`src/rtl/cpu_pkg.sv`:
```
// Shared CPU definitions used by the sequential divider: FSM state
// encoding, ALU opcode for DIV and the fixed divide latency.
package cpu_pkg;

    localparam int         DIV_WIDTH   = 32;
    localparam int         DIV_LATENCY = DIV_WIDTH + 3;
    localparam logic [4:0] ALU_DIV     = 5'b01101;

    typedef enum logic [2:0] {
        IDLE = 3'd0,
        PREP = 3'd1,
        ITER = 3'd2,
        FIX  = 3'd3,
        DONE = 3'd4
    } div_state_e;

    // Edge count from start sample to the done cycle for a given operand width.
    function automatic int div_latency(input int width);
        return width + 3;
    endfunction

endpackage

```
`src/rtl/div_step.sv`:
```
// One restoring shift-subtract step on magnitudes: shifts the next dividend
// bit into the partial remainder and subtracts the divisor if it fits.
module div_step #(
    parameter int WIDTH = 32
) (
    input  logic [WIDTH-1:0] rem_in,
    input  logic             bit_in,
    input  logic [WIDTH-1:0] divisor,
    output logic [WIDTH-1:0] rem_out,
    output logic             q_bit
);

    logic [WIDTH:0] shifted;
    logic [WIDTH:0] diff;

    assign shifted = {rem_in, bit_in};
    // rem_in < divisor keeps the difference inside WIDTH+1 bits, so the MSB is the borrow.
    assign diff    = shifted - {1'b0, divisor};
    assign q_bit   = ~diff[WIDTH];
    assign rem_out = q_bit ? diff[WIDTH-1:0] : shifted[WIDTH-1:0];

endmodule

```
`src/rtl/seq_divider.sv`:
```
// Signed sequential divider, one quotient bit per cycle, fixed WIDTH+3 latency.
// result = {remainder, quotient}, consumed unmodified by the ALU DIV path.
module seq_divider
    import cpu_pkg::*;
#(
    parameter int WIDTH = 32
) (
    input  logic                 clock,
    input  logic                 clear,
    input  logic                 start,
    input  logic [WIDTH-1:0]     dividend,
    input  logic [WIDTH-1:0]     divisor,
    output logic                 busy,
    output logic                 done,
    output logic [2*WIDTH-1:0]   result,
    output logic                 div_by_zero
);

    localparam int CW = (WIDTH > 1) ? $clog2(WIDTH) : 1;

    div_state_e       state, state_nxt;
    logic [CW-1:0]    cnt;
    logic [WIDTH-1:0] a_cap, b_cap;
    logic [WIDTH-1:0] quo, rem, dvs;
    logic             q_neg, r_neg, dz;
    logic             cap_en;
    logic [WIDTH-1:0] step_rem;
    logic             step_q;
    logic [WIDTH-1:0] q_fix, r_fix;

    function automatic logic [WIDTH-1:0] mag(input logic [WIDTH-1:0] v);
        return v[WIDTH-1] ? -v : v;
    endfunction

    div_step #(.WIDTH(WIDTH)) u_step (
        .rem_in  (rem),
        .bit_in  (quo[WIDTH-1]),
        .divisor (dvs),
        .rem_out (step_rem),
        .q_bit   (step_q)
    );

    always_ff @(posedge clock) begin
        if (clear) state <= IDLE;
        else       state <= state_nxt;
    end

    always_comb begin
        state_nxt = state;
        case (state)
            IDLE:    if (start) state_nxt = PREP;
            PREP:    state_nxt = ITER;
            ITER:    if (cnt == CW'(WIDTH-1)) state_nxt = FIX;
            FIX:     state_nxt = DONE;
            DONE:    state_nxt = start ? PREP : IDLE;
            default: state_nxt = IDLE;
        endcase
    end

    assign busy   = (state == PREP) || (state == ITER) || (state == FIX);
    assign done   = (state == DONE);
    assign cap_en = start && ((state == IDLE) || (state == DONE));

    // Divide-by-zero forces an all-ones quotient; the magnitude loop already
    // leaves |dividend| in the remainder, so the sign fix restores the dividend.
    assign q_fix = dz ? {WIDTH{1'b1}} : (q_neg ? -quo : quo);
    assign r_fix = r_neg ? -rem : rem;

    always_ff @(posedge clock) begin
        if (clear) begin
            a_cap       <= '0;
            b_cap       <= '0;
            quo         <= '0;
            rem         <= '0;
            dvs         <= '0;
            cnt         <= '0;
            q_neg       <= 1'b0;
            r_neg       <= 1'b0;
            dz          <= 1'b0;
            result      <= '0;
            div_by_zero <= 1'b0;
        end else begin
            if (cap_en) begin
                a_cap <= dividend;
                b_cap <= divisor;
            end
            case (state)
                PREP: begin
                    quo   <= mag(a_cap);
                    dvs   <= mag(b_cap);
                    rem   <= '0;
                    cnt   <= '0;
                    q_neg <= a_cap[WIDTH-1] ^ b_cap[WIDTH-1];
                    r_neg <= a_cap[WIDTH-1];
                    dz    <= (b_cap == '0);
                end
                ITER: begin
                    rem <= step_rem;
                    quo <= {quo[WIDTH-2:0], step_q};
                    cnt <= cnt + CW'(1);
                end
                FIX: begin
                    result      <= {r_fix, q_fix};
                    div_by_zero <= dz;
                end
                default: ;
            endcase
        end
    end

endmodule

```
`config.mk`:
```
export PLATFORM = sky130hd
export DESIGN_NAME = seq_divider
export DESIGN_NICKNAME = d
export VERILOG_FILES = /design/src/rtl/cpu_pkg.sv /design/src/rtl/div_step.sv /design/src/rtl/seq_divider.sv
export SDC_FILE = /design/constraint.sdc
export NUM_CORES = 1
export LEC_CHECK = 0
export ABC_AREA = 1
export CAP_MARGIN = 20
export CORE_UTILIZATION = 60
export CTS_BUF_LIST = sky130_fd_sc_hd__clkbuf_8
export CTS_CLUSTER_SIZE = 10
export DETAILED_ROUTE_END_ITERATION = 12
export PLACE_DENSITY_LB_ADDON = 0.12
export SETUP_SLACK_MARGIN = 0.1
export SLEW_MARGIN = 20
export SYNTH_ARGS = -nofsm -noshare
export SYNTH_HDL_FRONTEND = slang
export SYNTH_SLANG_ARGS = --single-unit
export TNS_END_PERCENT = 100
```
`constraint.sdc`:
```
create_clock -name clock -period 3.6 [get_ports clock]
set_clock_uncertainty 0.1 [all_clocks]
set_input_delay 0.72 -clock clock [delete_from_list [all_inputs] [get_ports clock]]
set_output_delay 0.72 -clock clock [all_outputs]
set_load 0.1 [all_outputs]
```
---- Yosys cells after proc, flatten, opt, wreduce, memory -nomap -nowiden ----
Index checks and enable logic that the tools add are counted.
word-level totals
  output and inout port bits .............. 67
  input bits .............................. 67
  memory bits (writable) .................. 0
  ROM bits ................................ 0
  memories kept ........................... 0
  latch bits .............................. 0
  register bits ........................... 236
cells by class
  multiply operators ...................... 0
  div/mod/pow operators ................... 0
  shift operators ......................... 0
  add/subtract/negate cells ............... 6
  $lt $le $gt $ge ......................... 0
  bitwise logic cells ..................... 2
  mux-type cells .......................... 13
  equal/unequal tests ..................... 7
  reductions and logical operators ........ 8
operators with widths
  operator             count
  $mux 32              6
  $neg 32->32          4
  $pmux 32 s2          2
  $sub 33x32->33       1
  $logic_not 32->1     1
  $pmux 3 s5           1
  $pmux 5 s2           1
  $eq 3x2->1 const B   2
  $mux 3               2
  $add 5x1->5 const B  1
  $eq 5x5->1 const B   1
  $ne 2x2->1 const B   2
  $eq 3x1->1 const B   1
  $eq 3x3->1 const B   1
  $logic_not 3->1      1
  $logic_or 1x1->1     3
  $reduce_and 2->1     1
  $reduce_bool 2->1    1
  $logic_and 1x1->1    1
  $mux 1               1
  $not 1->1            1
  $xor 1x1->1          1

---- Longest topological paths before layout ----
  depth after elaboration ................. 3
  mapped depth ............................ 18
  depth with buffers taken out ............ 17

---- Modules after synthesis ----
From an unflattened synthesis, not the netlist that was laid out.
second synthesis, totals
  cell total of the unflattened synthesis .. 2540
  area, all modules ....................... 15467.3 um^2
by module, submodules not included
  module       sequential area each (um^2)  area an instance (um^2)  times used  cells each
  seq_divider  4724.5                       12304.3                  1           1857
  div_step     0.0                          3163.0                   1           683

---- Worst setup path before layout ----
OpenSTA, ideal clock, no wires.
  path kind ............................... register to output
  start ................................... register state[0]
  end ..................................... output port busy
  stages on the path, launching flop included .. 3
  data required time ...................... 2.780 ns
  setup slack ............................. 1.074 ns
  arrival time ............................ 1.706 ns
  cell sequence ........................... dfxtp_1 -> nor2_1 -> nor2_1
on the way
  longest elaborated chain between the ends .. 3
  elaborated cells between the ends (all ways) .. 5
  classes of those cells .................. eq/ne: 3; reduce/logical: 2
ends and longest elaborated chain
  item                                      line               RTL
  start: declaration                        seq_divider.sv:21  div_state_e state, state_nxt;
  start signal: assignment                  seq_divider.sv:45  else state <= state_nxt;
  $eq 3x1->1 or $eq 3x2->1 (tied branches)  seq_divider.sv:60  assign busy = (state == PREP) || (state == ITER) || (state == FIX);
  $logic_or 1x1->1                          seq_divider.sv:60
  $logic_or 1x1->1 *                        seq_divider.sv:60
  end: declaration                          seq_divider.sv:13  output logic busy,
Mark *: on every way between the ends. The rest lies on a longest branch, timed or not.

---- Worst setup path in the final report ----
  start ................................... register result[33]
  end ..................................... output port result[33]
RTL lines
  item                      line                RTL
  start: declaration        seq_divider.sv:15   output logic [2*WIDTH-1:0] result,
  start signal: assignment  seq_divider.sv:103  result <= {r_fix, q_fix};
No word-level cell between the ends.

==> out/results.txt <==
Number of fill cells = 2071
Reg2reg setup slack = 730 ps
Ranking of synthesized cells by area = dfxtp_1 (32%), nand2_1 (13%), inv_1 (8.8%), a21oi_1 (6.7%), o21ai_0 (6.4%)
Clock-pin slew on the worst setup and hold paths = 60 ps
Largest net degree at the start of global routing = 106
Post-CTS resize count = 0
DR vias/cell = 5.70
Number of nets with antenna violations after detailed routing = 0
Root buffer cell = clkbuf_8
DRC = 0
Fin crit share = 0.817
Worst Path Max Fanout = 2
Syn Nets = 2414
Outcome = finished clean
CTS tree = built
Core area = 23800 µm²
Clk buf depth = 3
Fin nets = 2503
Die Area = 25100 µm²
Yosys top cell area share = 0.322
Max Freq = 0.340 GHz
Worst Hold Class = reg2reg
Dpl hpwl = 33.1 mm
Layout cells sized above 1 = 0.0660
FF-to-FF Start = quo[31]
Setup CP Type = reg2out
Yosys warns = 0
Final Hold Violating Endpoints = 0
Layout Utilization = 0.718
Final worst slack = 660 ps
Max-cap violations = 0
Vias in the first global route = 13600
R2R depth = 16
Pleak = 0.00794 µW
Seq/Total Area, Yosys = 0.322
First-pass GRT wire length = 70.3 mm
Worst EP required = 2780 ps
Critical Path End = result[33]
Placed cell count = 2674
Port Buf Inserts = 133
Starting Density = 0.619
Placer Congestion = 1.06
Tmin final = 2940 ps
Hold_sp = cnt[3]
Overflow after GRT = 0
Worst slack, placed = 837 ps
Drt total wl = 44.3 mm
Instance count on the critical path = 1
RR Endpoint = rem[4]
Via count = 15700
Final Instance Area = 17000 µm²
Power Density = 646 nW/µm²
Crit path max-delay family = buffers and inverters
Critical Path AT = 2120 ps
Crit path buf inv count = 1
Tightest Pin Transition = 1150 ps
Netlist cell types = 47
Die W = 158 µm
Total track usage = 0.356
Clk sinks = 236
H-tree levels = 2
Final non-filler cell total = 2745
Unrepaired setup endpoints after global routing = no
Initial antenna violation count = 0
Crit-path cells = clkdlybuf4s50_1
Post-DR wirelength/cell = 16.1 µm
Setup violators final = 0
Ant diodes = 0
Peak supply drop = 404 µV
P&R area growth vs syn = 16.0%
TritonCTS Buffers = 40
Syn Area/Cell = 6.37 µm²
Hold depth = 1
CP endpoint kind = output pin
Cell taking the most area after synthesis = dfxtp_1
Synth Instances = 2308
Leading cell types in the layout, fill and taps excluded = nand2_1 (515), inv_1 (352), dfxtp_1 (236)
1st-pass router iterations = 5
Die Height = 158 µm
Startpoint types = flop
Most common cell after layout, fill and taps aside = nand2_1
Relative slew slack = 0.232
Ports = 134
Quantity of hold-fixing buffers added after cts = 0
Clock latency on the worst-skew pair = 560 ps
Final setup TNS = 0 ps
CP max stage cell = clkdlybuf4s50_1
Crit path launch = result[33]
Worst path max stage delay = 1160 ps
Setup Fix Bufs, Post-CTS = 0
Placed Area = 16100 µm²
Mapped Area = 14700 µm²
Pins Over Slew Limit = 0
Row count = 56
Register bit total from synthesis = 236
Drt initial violations = 1573
sequential cells by signal (all words and copies together), names as in the netlist:
signal	flops
result	64
a_cap	32
b_cap	32
dvs	32
quo	32
rem	32
cnt	5
state	3
div_by_zero	1
dz	1
q_neg	1
r_neg	1
kinds of logic (layout without fill, tap and decap cells):
family | Yosys count | in the layout | synth area share
compound gates | 497 | 497 | 0.188
flops | 236 | 236 | 0.322
simple gates | 1007 | 1007 | 0.296
buf+inv | 462 | 580 | 0.121
xor+xnor | 67 | 67 | 0.0399
fa+ha+maj | 39 | 39 | 0.0337
area by class of cell:
cell class / count / area (µm²) / area share
multi-input cells: 1610 / 8210 / 0.482
flip-flops and latches: 236 / 4720 / 0.277
repair buffers: 144 / 1410 / 0.0825
inverters: 365 / 1370 / 0.0805
clock buffers: 52 / 716 / 0.0420
well taps: 319 / 399 / 0.0234
clock inverters: 19 / 214 / 0.0126
synth_stat cells, drive strengths merged:
| cell type | count |
|---|---|
| o21bai | 5 |
| ha | 38 |
| o221ai | 14 |
| clkbuf | 79 |
| or2 | 2 |
| nor4 | 3 |
| nand2 | 534 |
| nand3b | 6 |
| a21oi | 214 |
| inv | 365 |
| xnor2 | 17 |
| a221oi | 3 |
| a22oi | 1 |
| o31ai | 6 |
| and2 | 5 |
| nor3 | 31 |
| a21o | 2 |
| or3 | 1 |
| dfxtp | 236 |
| nand3 | 195 |
| nor2 | 206 |
| buf | 18 |
| o21ai | 194 |
| o211ai | 20 |
| a211oi | 1 |
| fa | 1 |
| a31oi | 26 |
| xor2 | 50 |
| o22ai | 11 |
| nand4 | 24 |
report_power, final:
group          leakage, µW  switching, µW  internal (µW)
logic              0.00550           3620           1510
registers          0.00193            238           2870
clock network     0.000511           1120           1660
worst min path at each step:
stage,endpoint,slack [ps]
2_1_floorplan,cnt[3],340
3_5_place_dp,cnt[3],370
6_report,cnt[3],370
4_1_cts,cnt[3],370
3_3_place_gp,cnt[4],350
5_1_grt,cnt[3],400
per-layer routing:
layer / GRT usage / share of wire / vias up
met5: 0 / 0 / -
met4: 0.112 / 0.029 / 0
met3: 0.0501 / 0.099 / 94
met2: 0.534 / 0.42 / 818
met1: 0.521 / 0.46 / 7075
li1: - / - / 7669
worst reg2reg max path, cell delays in order (launching register included):
cell     delay, ps
dfxtp_1        330
inv_1          120
ha_1           240
fa_1           410
inv_1           90
nand2_1         50
nand2_1         80
nand3_1        100
nand2_2        130
nand2_2         80
nand2_4         70
nand2_4         70
nand3_4        290
nand2_8        210
nand2_1        130
nand3_1         80
a21oi_1        170
stage by stage:
| step | hold WS (ps) | power (µW) |
|---|---|---|
| floorplan | 337 | 6900 |
| global placement | 354 | 8040 |
| detailed placement | 365 | 8120 |
| CTS | 374 | 10900 |
| global route | 397 | 11700 |
| finish | 373 | 11000 |
Note: power is estimated with default switching activity, not from simulation.
